==> config.mk <==
export PLATFORM = sky130hd
export DESIGN_NAME = hazard_ctrl_unit
export DESIGN_NICKNAME = d
export VERILOG_FILES = /design/src/rtl/hazard_ctrl_pkg.sv /design/src/rtl/hazard_ctrl_unit_sat_counter.sv /design/src/rtl/hazard_ctrl_unit.sv
export SDC_FILE = /design/constraint.sdc
export NUM_CORES = 1
export LEC_CHECK = 0
export ABC_AREA = 1
export CAP_MARGIN = 5
export CORE_AREA = 2 2 88 90
export DETAILED_ROUTE_END_ITERATION = 8
export DIE_AREA = 0 0 90 92
export SKIP_CTS_REPAIR_TIMING = 1
export SLEW_MARGIN = 5
export SYNTH_ARGS = -nofsm -noshare
export SYNTH_HDL_FRONTEND = slang
export SYNTH_SLANG_ARGS = --single-unit
==> constraint.sdc <==
create_clock -name clk -period 1.7 [get_ports clk]
set_clock_uncertainty 0.1 [all_clocks]
set_input_delay 0.255 -clock clk [delete_from_list [all_inputs] [get_ports clk]]
set_output_delay 0.255 -clock clk [all_outputs]
set_load 0.005 [all_outputs]
==> src/rtl/hazard_ctrl_pkg.sv <==
// Shared definitions for the ID-stage hazard controller:
// opcodes, FSM states and the decoder control-word layout.
package hazard_ctrl_pkg;

    localparam logic [5:0] OP_RTYPE = 6'h00;
    localparam logic [5:0] OP_LW    = 6'h23;
    localparam logic [5:0] OP_SW    = 6'h2B;
    localparam logic [5:0] OP_BEQ   = 6'h04;
    localparam logic [5:0] OP_J     = 6'h02;
    localparam logic [5:0] OP_ADDI7 = 6'h07;

    typedef enum logic [1:0] {
        ST_RUN   = 2'd0,
        ST_STALL = 2'd1,
        ST_FLUSH = 2'd2
    } state_t;

    typedef struct packed {
        logic       reg_dst;
        logic       alu_src;
        logic       mem_to_reg;
        logic       reg_write;
        logic       mem_read;
        logic       mem_write;
        logic       branch;
        logic       jump;
        logic [1:0] alu_op;
    } ctrl_word_t;

    localparam ctrl_word_t CTRL_BUBBLE = '0;

    // Opcodes that read rt as a source; others (lw, addi-type) only read rs.
    function automatic logic reads_rt(input logic [5:0] opcode);
        reads_rt = (opcode == OP_RTYPE) || (opcode == OP_SW) || (opcode == OP_BEQ);
    endfunction

endpackage

==> src/rtl/hazard_ctrl_unit_sat_counter.sv <==
// Saturating event counter used for stall/flush statistics.
module sat_counter #(
    parameter int CNT_W = 16
) (
    input  logic             clk,
    input  logic             rst_n,
    input  logic             inc,
    output logic [CNT_W-1:0] count
);

    always_ff @(posedge clk or negedge rst_n) begin
        if (!rst_n) begin
            count <= '0;
        end else if (inc && (count != '1)) begin
            count <= count + 1'b1;
        end
    end

endmodule

==> src/rtl/hazard_ctrl_unit.sv <==
// Load-use stall and branch/jump flush control for the ID stage.
// Drives the decoder bubble enable, PC/IF-ID write gates and flushes.
module hazard_ctrl_unit
    import hazard_ctrl_pkg::*;
#(
    parameter int LOAD_USE_STALLS = 1,
    parameter int BRANCH_PENALTY  = 1,
    parameter int CNT_W           = 16
) (
    input  logic             clk,
    input  logic             rst_n,
    input  logic [5:0]       id_opcode,
    input  logic [4:0]       id_rs,
    input  logic [4:0]       id_rt,
    input  logic             id_jump,
    input  logic             ex_MemRead,
    input  logic [4:0]       ex_rt,
    input  logic             ex_branch_taken,
    output logic             pc_write,
    output logic             if_id_write,
    output logic             control,
    output logic             if_id_flush,
    output logic             id_ex_flush,
    output logic [CNT_W-1:0] stall_cnt,
    output logic [CNT_W-1:0] flush_cnt
);

    localparam logic [1:0] STALL_REM = 2'(LOAD_USE_STALLS - 1);
    localparam logic [1:0] FLUSH_REM = 2'(BRANCH_PENALTY - 1);

    state_t     state, next_state;
    logic [1:0] remain, next_remain;
    logic       hit;
    logic       stalling;

    assign hit = ex_MemRead && (ex_rt != 5'd0) &&
                 ((ex_rt == id_rs) ||
                  ((ex_rt == id_rt) && reads_rt(id_opcode)));

    always_comb begin
        pc_write    = 1'b1;
        if_id_write = 1'b1;
        control     = 1'b1;
        if_id_flush = 1'b0;
        id_ex_flush = 1'b0;
        stalling    = 1'b0;
        next_state  = state;
        next_remain = remain;
        // Outputs are forced to their idle values while reset is held.
        if (rst_n) begin
            if (state == ST_FLUSH) begin
                if_id_flush = 1'b1;
                id_ex_flush = 1'b1;
                control     = 1'b0;
                next_remain = remain - 2'd1;
                if (remain <= 2'd1) begin
                    next_state = ST_RUN;
                end
            end else if (ex_branch_taken) begin
                if_id_flush = 1'b1;
                id_ex_flush = 1'b1;
                control     = 1'b0;
                if (BRANCH_PENALTY > 1) begin
                    next_state  = ST_FLUSH;
                    next_remain = FLUSH_REM;
                end else begin
                    next_state  = ST_RUN;
                    next_remain = 2'd0;
                end
            end else if (state == ST_STALL) begin
                pc_write    = 1'b0;
                if_id_write = 1'b0;
                control     = 1'b0;
                stalling    = 1'b1;
                next_remain = remain - 2'd1;
                if (remain <= 2'd1) begin
                    next_state = ST_RUN;
                end
            end else if (hit) begin
                pc_write    = 1'b0;
                if_id_write = 1'b0;
                control     = 1'b0;
                stalling    = 1'b1;
                if (LOAD_USE_STALLS > 1) begin
                    next_state  = ST_STALL;
                    next_remain = STALL_REM;
                end
            end else if (id_jump) begin
                if_id_flush = 1'b1;
            end
        end
    end

    always_ff @(posedge clk or negedge rst_n) begin
        if (!rst_n) begin
            state  <= ST_RUN;
            remain <= 2'd0;
        end else begin
            state  <= next_state;
            remain <= next_remain;
        end
    end

    sat_counter #(.CNT_W(CNT_W)) u_stall_cnt (
        .clk   (clk),
        .rst_n (rst_n),
        .inc   (stalling),
        .count (stall_cnt)
    );

    sat_counter #(.CNT_W(CNT_W)) u_flush_cnt (
        .clk   (clk),
        .rst_n (rst_n),
        .inc   (if_id_flush | id_ex_flush),
        .count (flush_cnt)
    );

endmodule

==> impl_metrics.py <==
metrics = {
    "synthesis": {
        "syn-num-nets": 380,
        "synth_edf_count": 0,
        "syn_avg_cell_area_um2": 7.20,
        "synthArstFlopShare_pct": 100,
        "yosysSeqAreaShare_pct": 35.6,
        "synth_xor_area_share_pct": 11.1,
        "yosys.area_share.simple_pct": 40.9,
        "synth-seq-cells": 36,
        "synth-compound-area-share_pct": 2.43,
        "synth_ff_type": "dfrtp_1",
        "ys.warnings.count": 0,
        "synth_area_um2": 2530,
        "synth_mux_area_share_pct": 0,
        "yosys.area_share.adder_pct": 1.49,
        "synth.distinct_cells": 29,
        "syn_inst": 351,
        "synth_top_family_by_area": "simple AND/OR/NAND/NOR gates",
    },
    "floorplanning": {
        "rows": 32,
        "die_y_um": 92,
        "initial_utilization_pct": 33.9,
        "coreArea_um2": 7450,
        "chipWidth_um": 90,
        "design.die.area_um2": 8280,
        "num_io_pins": 63,
    },
    "sta": {
        "slew_viol_final": 0,
        "tightestPinTransition_ps": 416,
        "fin_ws_ps": -32.3,
        "rsz0062_at_grt": "true",
        "hold_viol": 0,
        "hold-worst-slack_ps": 425,
        "setup_viol": 2,
        "period_minus_slack_ps": 1730,
        "final.period_utilization_pct": 102,
        "fmax_mhz": 577,
        "slew_headroom_pct": 72.0,
    },
    "global_route": {
        "grt_pass1_wl_um": 11600,
        "grt_pass1_vias": 2514,
        "grt_overflow_total": 0,
        "grt.total_usage_pct": 17.0,
        "grt_max_degree": 25,
        "antenna_found_initial": 0,
    },
    "worst_hold_path": {
        "hold_path.class": "in -> reg",
    },
    "placement": {
        "place_hpwl_um": 5230,
        "portBuffers": 62,
        "globalplace.congestion": 0.851,
    },
    "critical_path": {
        "path_class": "in -> out",
        "r2r_start": "u_stall_cnt.count[1]",
        "r2r_slack_ps": 0,
        "crit_fanout": 4,
        "critPathCaptureType": "output pin",
        "worstPathRequired_ps": 1340,
        "crit_path_end": "if_id_write",
        "worstPathArrival_ps": 1380,
        "worstSetupStartpointType": "input pin",
        "worstSetupStartpoint": "ex_rt[0]",
        "r2r-end": "u_stall_cnt.count[9]",
        "rr_worst_depth": 9,
    },
    "clock_tree": {
        "cts_made_buffers": 5,
        "clock_path_buffers": 2,
        "cts_tree": "yes",
        "clock_latency_ps": 290,
        "cts.clk_slew.worst_paths_ps": 80,
        "cts-htree-levels": 2,
        "clockRootBuffer": "clkbuf_8",
        "cts.sinks": 36,
    },
    "pwr": {
        "peakVddDrop_mv": 0.557,
        "leakage_uw": 0.00217,
        "total_power_uw": 2510,
        "power.density_nw_per_um2": 597,
    },
    "routing": {
        "drc": 0,
        "wl_um": 7520,
        "first_pass_iters": 4,
        "ant_nets": 0,
        "routed_via_density": 4.70,
        "vias": 2745,
        "drtIter0Drc": 117,
        "avgRoutedWirePerCell_um": 12.9,
    },
    "run_status": {
        "outcome": "finished with violations",
        "violations": "negative setup slack",
    },
    "finish": {
        "final_common_cell": "nand2_1",
        "drive_above_1_share_pct": 35.5,
        "mostFrequentLayoutCells": "nand2_1 (91), buf_4 (50), inv_1 (32), dfrtp_1 (30), clkdlybuf4s50_1 (29)",
        "n_fill_cell": 698,
        "multiInputGateArea_um2": 1660,
        "antenna_cells": 0,
        "seqCellArea_um2": 908,
        "areaGrowthSynthToFinish_pct": 66.5,
        "fin_nets": 510,
    },
    "job": {
        "maxCapViolCount": 0,
    },
}
synthesized netlist by cell type, types with 2 or more instances:
library cell / n / area share, %
inv_1: 38 / 5.6
nand3_2: 2 / 0.79
nand3b_1: 2 / 0.59
a21oi_1: 2 / 0.40
xor2_1: 21 / 7.3
nor3_1: 10 / 2.0
xnor2_1: 11 / 3.8
inv_2: 4 / 0.59
dfrtp_1: 36 / 36
nand2_2: 4 / 0.99
nand4_4: 3 / 2.5
nand4_1: 18 / 4.5
o21ai_0: 3 / 0.59
nand2_1: 117 / 17
nor2_2: 3 / 0.74
buf_2: 3 / 0.59
buf_1: 2 / 0.30
nor2_1: 26 / 3.9
ha_1: 3 / 1.5
buf_6: 2 / 0.89
nand3_1: 33 / 6.5
flip-flops by register name, summed over array words and instances, names as in the netlist:
name / count
remain: 2
u_stall_cnt.count: 16
u_flush_cnt.count: 16
state: 2
power breakdown:
part | leakage (µW) | internal [µW] | switching (µW)
clock | 0.0000510 | 324 | 327
combinational | 0.00164 | 470 | 399
sequential | 0.000485 | 932 | 60.9
stage by stage:
stage	cell area [µm²]	setup slack, ps	util [%]	TNS (ps)	cells
4_1_cts	3730	-773	50.1	-9890	562
2_1_floorplan	2580	-30.4	-	-268	351
3_3_place_gp	3640	-728	48.9	-19600	554
3_5_place_dp	3640	-762	48.9	-19690	554
6_report	4210	-32.3	56.5	-63.0	584
5_1_grt	4210	-132	56.5	-2680	584
how the worst min path moves through the flow:
| stage | from | end | slack, ps | cells after the start |
|---|---|---|---|---|
| after global placement | rst_n | u_flush_cnt.count[9] | 220 | 2 |
| after floorplan | rst_n | remain[0] | -140 | 0 |
| after global routing | u_flush_cnt.count[11] | u_flush_cnt.count[11] | 490 | 2 |
| after CTS | rst_n | u_flush_cnt.count[11] | -100 | 2 |
| final | rst_n | state[1] | 430 | 4 |
| after detailed placement | rst_n | u_flush_cnt.count[12] | 220 | 2 |
routing by layer:
| layer | track usage [%] | wire length (µm) | up-vias |
|---|---|---|---|
| met4 | 4.49 | 70 | 0 |
| met5 | 0 | 0 | - |
| met2 | 26.7 | 3530 | 77 |
| met3 | 3.29 | 369 | 6 |
| li1 | - | - | 1377 |
| met1 | 23.9 | 3550 | 1285 |
final cells by class:
type | count | area share (%)
well taps | 102 | 3.03
clock inverters | 2 | 0.238
multi-input cells | 266 | 39.5
clock buffers | 6 | 1.96
flip-flops and latches | 36 | 21.6
repair buffers | 130 | 29.8
inverters | 42 | 3.81
cell families (layout without fill, tap and decap cells):
| kind of cell | Yosys count | in the layout |
|---|---|---|
| AND/OR/NAND/NOR | 220 | 222 |
| buffers and inverters | 51 | 180 |
| flip-flops | 36 | 36 |
| XOR/XNOR | 32 | 32 |
| AO/OA/AOI/OAI | 9 | 9 |
| adder cells (fa/ha/maj) | 3 | 3 |
worst max-delay path, stage by stage:
cell and delay (ps):
buf_8 80, inv_2 30, nand2_2 60, nand2_2 50, nor2_2 110, nand3_2 90
o21ai_2 150, nand2_2 100, a21oi_4 160, buf_6 120, nand2_4 50, buf_6 110
No activity file was read; power rests on OpenSTA's default activity.
